$ cat src/rtl/uart_tx_byte.sv
// 8N1 UART transmitter with a one-entry pending buffer.
// A start request arriving while a frame is in flight is parked in the
// pending slot and launched with no idle gap after the current stop bit;
// a further request while the slot is full is dropped and flagged.
module uart_tx_byte #(
  parameter int CLKS_PER_BIT = 868
) (
  input  logic       clk,
  input  logic       i_reset,
  input  logic       i_start,
  input  logic [7:0] i_data,
  output logic       o_tx,
  output logic       o_busy,
  output logic       o_done,
  output logic       o_overrun
);

  localparam int CW = $clog2(CLKS_PER_BIT);
  localparam logic [CW-1:0] CNT_LAST = CW'(CLKS_PER_BIT - 1);

  typedef enum logic [1:0] {IDLE, START, DATA, STOP} state_t;

  state_t        state, state_nx;
  logic [CW-1:0] cnt, cnt_nx;
  logic [2:0]    idx, idx_nx;
  logic [7:0]    shreg, shreg_nx;
  logic [7:0]    pend, pend_nx;
  logic          pend_v, pend_v_nx;
  logic          tx, tx_nx;
  logic          busy, busy_nx;
  logic          done, done_nx;
  logic          ovr, ovr_nx;
  logic          bit_end;
  logic          final_edge;

  assign bit_end    = (cnt == CNT_LAST);
  assign final_edge = (state == STOP) && bit_end;

  assign o_tx      = tx;
  assign o_busy    = busy;
  assign o_done    = done;
  assign o_overrun = ovr;

  // State and output registers; reset aborts any frame and empties the pending slot.
  always_ff @(posedge clk or posedge i_reset) begin
    if (i_reset) begin
      state  <= IDLE;
      cnt    <= '0;
      idx    <= '0;
      shreg  <= '0;
      pend   <= '0;
      pend_v <= 1'b0;
      tx     <= 1'b1;
      busy   <= 1'b0;
      done   <= 1'b0;
      ovr    <= 1'b0;
    end else begin
      state  <= state_nx;
      cnt    <= cnt_nx;
      idx    <= idx_nx;
      shreg  <= shreg_nx;
      pend   <= pend_nx;
      pend_v <= pend_v_nx;
      tx     <= tx_nx;
      busy   <= busy_nx;
      done   <= done_nx;
      ovr    <= ovr_nx;
    end
  end

  // Next-state, bit timing, pending-slot management and next output values.
  always_comb begin
    state_nx  = state;
    cnt_nx    = cnt;
    idx_nx    = idx;
    shreg_nx  = shreg;
    pend_nx   = pend;
    pend_v_nx = pend_v;
    tx_nx     = tx;
    done_nx   = 1'b0;
    ovr_nx    = 1'b0;

    // Mid-frame requests go to the pending slot; the final stop edge is
    // handled in STOP because the slot may be drained and refilled there.
    if (state != IDLE && !final_edge && i_start) begin
      if (!pend_v) begin
        pend_nx   = i_data;
        pend_v_nx = 1'b1;
      end else begin
        ovr_nx = 1'b1;
      end
    end

    case (state)
      IDLE: begin
        tx_nx  = 1'b1;
        cnt_nx = '0;
        idx_nx = '0;
        if (i_start) begin
          shreg_nx = i_data;
          state_nx = START;
          tx_nx    = 1'b0;
        end
      end
      START: begin
        if (bit_end) begin
          cnt_nx   = '0;
          idx_nx   = '0;
          state_nx = DATA;
          tx_nx    = shreg[0];
        end else begin
          cnt_nx = cnt + CW'(1);
        end
      end
      DATA: begin
        if (bit_end) begin
          cnt_nx = '0;
          if (idx == 3'd7) begin
            state_nx = STOP;
            tx_nx    = 1'b1;
          end else begin
            idx_nx = idx + 3'd1;
            tx_nx  = shreg[idx_nx];
          end
        end else begin
          cnt_nx = cnt + CW'(1);
        end
      end
      STOP: begin
        if (bit_end) begin
          cnt_nx  = '0;
          done_nx = 1'b1;
          if (pend_v) begin
            shreg_nx  = pend;
            state_nx  = START;
            tx_nx     = 1'b0;
            pend_nx   = i_start ? i_data : pend;
            pend_v_nx = i_start;
          end else if (i_start) begin
            shreg_nx = i_data;
            state_nx = START;
            tx_nx    = 1'b0;
          end else begin
            state_nx = IDLE;
            tx_nx    = 1'b1;
          end
        end else begin
          cnt_nx = cnt + CW'(1);
        end
      end
      default: begin
        state_nx = IDLE;
        tx_nx    = 1'b1;
      end
    endcase

    busy_nx = (state_nx != IDLE) || pend_v_nx;
  end

endmodule

$ cat config.mk
export PLATFORM = sky130hd
export DESIGN_NAME = uart_tx_byte
export DESIGN_NICKNAME = d
export VERILOG_FILES = /design/src/rtl/uart_tx_byte.sv
export SDC_FILE = /design/constraint.sdc
export NUM_CORES = 1
export LEC_CHECK = 0
export BUFFER_PORTS_ARGS = -buffer_cell sky130_fd_sc_hd__buf_2
export CAP_MARGIN = 20
export CORE_MARGIN = 2
export CORE_UTILIZATION = 50
export DETAILED_ROUTE_END_ITERATION = 12
export GPL_TIMING_DRIVEN = 0
export PLACE_DENSITY = 0.78
export SLEW_MARGIN = 30
export SYNTH_ARGS = -nofsm -noshare
export SYNTH_HDL_FRONTEND = slang
export SYNTH_SLANG_ARGS = --single-unit
$ cat constraint.sdc
create_clock -name clk -period 4.92 [get_ports clk]
set_input_delay 1.23 -clock clk [delete_from_list [all_inputs] [get_ports clk]]
set_output_delay 1.23 -clock clk [all_outputs]
set_load 0.005 [all_outputs]
== After elaboration in Yosys (flattened, before gate mapping) ==
Index checks and enable logic that the tools add are counted.

* Register bits after elaboration: 36
* Input port bits: 11
* Output and inout bits: 4
* Logic and storage cells: 78

* $add $sub $neg: 2
* Magnitude comparators: 1
* Equality and inequality tests: 10
* Mux-type cells: 41
* Reduce and logical (&&, ||, !) cells: 14

{| class="wikitable"
|+ Operator list
! operator !! number
|-
| 2-to-1 mux 8 bit || 9
|-
| one-hot mux 10 bit (2 select lines) || 1
|-
| 2-to-1 mux 1 bit || 17
|-
| one-hot mux 8 bit (2 select lines) || 1
|-
| adder 10 x 1 -> 10 bit, second input constant || 1
|-
| equality test 10 bit, second input constant || 1
|-
| 2-to-1 mux 10 bit || 1
|-
| 2-to-1 mux 2 bit || 5
|-
| 2-to-1 mux 3 bit || 3
|-
| one-hot mux 3 bit (3 select lines) || 1
|-
| != test 2 bit, second input constant || 4
|-
| one-hot mux 2 bit (4 select lines) || 1
|-
| nonzero test 2 bit || 3
|-
| equality test 2 bit, second input constant || 2
|-
| less-than comparator 3 x 4 -> 1 bit, second input constant || 1
|-
| != test 4 bit, second input constant || 1
|-
| one-hot mux 1 bit (4 select lines) || 1
|-
| AND reduction 4 bit || 1
|-
| adder 3 x 1 -> 3 bit, second input constant || 1
|-
| binary-select mux 1 bit (select 3 bit) || 1
|-
| equality test 3 bit, second input constant || 1
|-
| logical AND 1 bit || 3
|-
| AND reduction 3 bit || 1
|-
| nonzero test 3 bit || 1
|-
| other kinds (6) || 6
|}

== Logic depth before layout (Yosys ltp) ==
* Word-level depth: 10
* Gate-level depth with buffers: 5
* Gate-level depth less buffers: 5

== Least setup slack after synthesis ==
Ideal clock, no wire load.

* Path type: in2reg
* Start: input i_start
* End: register pend[0]
* Library setup time: 125 ps
* Arrival time: 2141 ps
* Required time: 4795 ps
* Slack: 2654 ps
* Cell stages on the path: 4
* Buffers on the path: 1
* Cells stage by stage: clkbuf_1 -> o41ai_1 -> a21oi_4 -> mux2_2

* Longest elaborated chain between the ends: 5
* Elaborated cells on any way between the ends: 6
* Classes of those cells: eq/ne (1); mux (4); reduce/logical (1)

{| class="wikitable"
|+ RTL lines
! what !! RTL line !! source
|-
| start, declared || 10 || <nowiki>input logic i_start,</nowiki>
|-
| logical AND 1 bit || 85 || <nowiki>if (state != IDLE && !final_edge && i_start) begin</nowiki>
|-
| 2-to-1 mux 8 bit || 85 ||
|-
| 2-to-1 mux 8 bit || 133 || <nowiki>if (pend_v) begin</nowiki>
|-
| 2-to-1 mux 8 bit || 130 || <nowiki>if (bit_end) begin</nowiki>
|-
| 2-to-1 mux 8 bit || 94 || <nowiki>case (state)</nowiki>
|-
| end signal, assigned || 62 || <nowiki>pend <= pend_nx;</nowiki>
|-
| end, declared || 27 || <nowiki>logic [7:0] pend, pend_nx;</nowiki>
|}

Several ways; a longest one is shown, not always the timed one.
A chain may end at the register's enable or synchronous reset.

== Worst setup path in the final report ==
* Start: register tx, in the netlist o_tx
* End: output o_tx

{| class="wikitable"
|+ RTL lines
! what !! RTL line !! source
|-
| start, declared || 29 || <nowiki>logic tx, tx_nx;</nowiki>
|-
| start signal, assigned || 64 || <nowiki>tx <= tx_nx;</nowiki>
|-
| end, declared || 12 || <nowiki>output logic o_tx,</nowiki>
|}

No word-level cell between the ends.

==> flow_metrics.tcl <==
set metrics [dict create \
    grt_pass1_wl_mm 6.18 \
    final_cell_mix "dfrtp_1, nor2_1, buf_2, nand2_1, inv_1" \
    dpl.hpwl_mm 2.54 \
    hold_buffers 0 \
    fin_crit_ps 2230 \
    rows 21 \
    cts-resized-gates 0 \
    endpoint_kind "output port" \
    wl_per_cell_um 15.1 \
    cts_buffers 5 \
    synth_top_cell_by_area "dfrtp_1" \
    p_seq_share_pct 55.7 \
    slew_headroom_pct 50.8 \
    cts_setup_buffers 0 \
    seq_area_frac_synth_pct 49.9 \
    synthesis.area_um2 1810 \
    die_area_um2 4120 \
    wl_mm 3.49 \
    cts_sinks 36 \
    cts_root_buffer "clkbuf_4" \
    die_x_um 64.2 \
    postSynthCellCount 164 \
    cp_num_buf_inv 1 \
    syn_area_per_cell_um2 11.0 \
    cts_tree "done" \
    r2r_end "idx[1]" \
    hold_path_class "reg2reg" \
    p_per_area_nw_per_um2 352 \
    nets 198 \
    finalHoldViolCount 0 \
    antennaDiodeCount 0 \
    clk_pin_slew_worst_paths_ps 110 \
    firstDrtPassIters 4 \
    r2r-start "cnt[0]" \
    p_int_uw 494 \
    coreArea_um2 3420 \
    cpMaxStageDelayCell "dfstp_2" \
    fin_tns_setup_ps 0 \
    synth.distinct_cells 42 \
    p_switching_uw 208 \
    area_delta_synth_final_pct 10.2 \
    syn_nets 178 \
    start_kind "flop" \
    cpPeakStageDelay_ps 550 \
    path_class "reg2out" \
    grt.total_usage_pct 19.4 \
    power_frac_comb_pct 20.2 \
    vias 1317 \
    setup_violations 0 \
    power_frac_clock_pct 24.1 \
    place.port_buffers 13 \
    cp.required_ps 3690 \
    final_common_cell "dfrtp_1" \
    clock_skew_ps 18.4 \
    max-cap-violations 0 \
    crit_cells 1 \
    ios 15 \
    htreeDepth 2 \
    path_max_fanout 2 \
    die_h_um 64.2 \
    antenna_found_initial 0 \
    finalCritPeriodShare_pct 45.4 \
    synth.area.top_cells "dfrtp_1, mux2_2, nor2_1" \
    drive_above_1_share_pct 24.3 \
    drv_slew 0 \
    clk_latency_ps 350 \
    arrival_ps 1000 \
    start_util_pct 53.0 \
    ys_seq_elements 36 \
    rsz0062_at_grt "no" \
    grt_pass1_vias 1387 \
    worst_pin_slew_ps 737 \
    max_freq_mhz 448 \
    reg2reg_slack_ps 2770 \
    finish.utilization_pct 58.4 \
    synth_top_cell_area_share_pct 48.4 \
    leakage_nw 0.889 \
    ir_drop_v 0.000215 \
    yosys_warnings 0 \
    swShare_pct 29.6 \
    clockBufferDepth 2 \
    path_delay_family "flip-flops" \
    detail_route.iter0.violations 97 \
    drt.antenna.violating_nets 0 \
    crit_chain "buf_2" \
    power_uw 702 \
    routabilityCongestion 0.887 \
    rr_worst_depth 5 \
    crit_path_start "o_tx" \
    overflow 0 \
    viasPerCell 5.70 \
    grt_max_degree 37 \
    endpoint "o_tx" \
    drc_errors 0 \
    status "completed" \
]
## metrics by stage
stage          instances  instance area (um2)  setup WS (ps)  hold WS [ps]
2_1_floorplan        164                 1810           2650           448
3_3_place_gp         223                 1930           2450           466
3_5_place_dp         223                 1930           2450           484
4_1_cts              231                 1990           2670           498
5_1_grt              231                 1990           2610           541
6_report             231                 1990           2690           489
## area by class of cell
type,count,area [um2]
flip-flops and latches,36,902
well taps,46,57.6
repair buffers,13,65.1
clock buffers,7,55.1
fillers,283,1420
multi-input cells,111,832
inverters,11,41.3
clock inverters,1,7.51
plain buffers,6,33.8
## Yosys cell counts
cell        n
a21oi_1     4
a21oi_4     1
a221o_1     2
a22o_1      1
a22o_4      1
a22oi_1     8
a31oi_1     1
and2_1      2
and3_1      2
and4_1      1
and4bb_2    1
buf_2       3
buf_6       1
clkbuf_1    2
dfrtp_1    35
dfstp_2     1
ha_1        3
inv_1      11
mux2_2      9
mux2i_1     1
mux4_2      2
nand2_1    11
nand3_1     6
nand4_1     3
nand4bb_1   1
nand4bb_4   1
nor2_1     17
nor3_1      1
nor3b_1     1
nor4_1      2
o211ai_1    1
o21ai_0     2
o21bai_1    1
o22ai_1     8
o31ai_2     1
o41ai_1     2
or2_2       1
or3_1       1
or3b_2      1
or4_4       1
xnor2_1     4
xor2_1      6
## worst min path at each step
stage / depth (start not counted) / slack [ps] / to / start
final: 1 / 490 / cnt[0] / cnt[0]
after global routing: 1 / 540 / cnt[0] / cnt[0]
after detailed placement: 1 / 480 / cnt[0] / cnt[0]
after global placement: 1 / 470 / cnt[0] / cnt[0]
after floorplan: 1 / 450 / cnt[0] / cnt[0]
after CTS: 1 / 500 / cnt[0] / cnt[0]
## cell families after synthesis
family | share of synthesized area [%]
and+or+nand+nor | 16.4
DFF | 49.9
AOI/OAI and AO/OA | 14.0
buffers and inverters | 4.15
muxes | 8.64
xor gates and xnor gates | 4.84
adders and majority gates | 2.07
## layer usage
metal / routed length, um / vias up / track usage [%] / part of all wire, %
li1: - / 632 / - / -
met1: 1530 / 647 / 23.9 / 44
met2: 1750 / 31 / 32.2 / 50
met3: 154 / 7 / 5.63 / 4.4
met4: 57 / 0 / 7.18 / 1.6
met5: 0 / - / 0 / 0
## power groups by stage
stage	sequential (mW)	combinational (mW)	clock [mW]
detailed placement	0.396	0.144	0
floorplan	0.383	0.113	0
finish	0.391	0.142	0.170
global route	0.399	0.163	0.185
CTS	0.390	0.145	0.175
global placement	0.391	0.135	0
## registers in the layout (all words and copies together) (netlist names)
name / flops
shreg: 8
o_done: 1
idx: 3
cnt: 10
o_tx: 1
o_overrun: 1
o_busy: 1
pend: 8
pend_v: 1
state: 2
(Power assumes the default switching activity.)
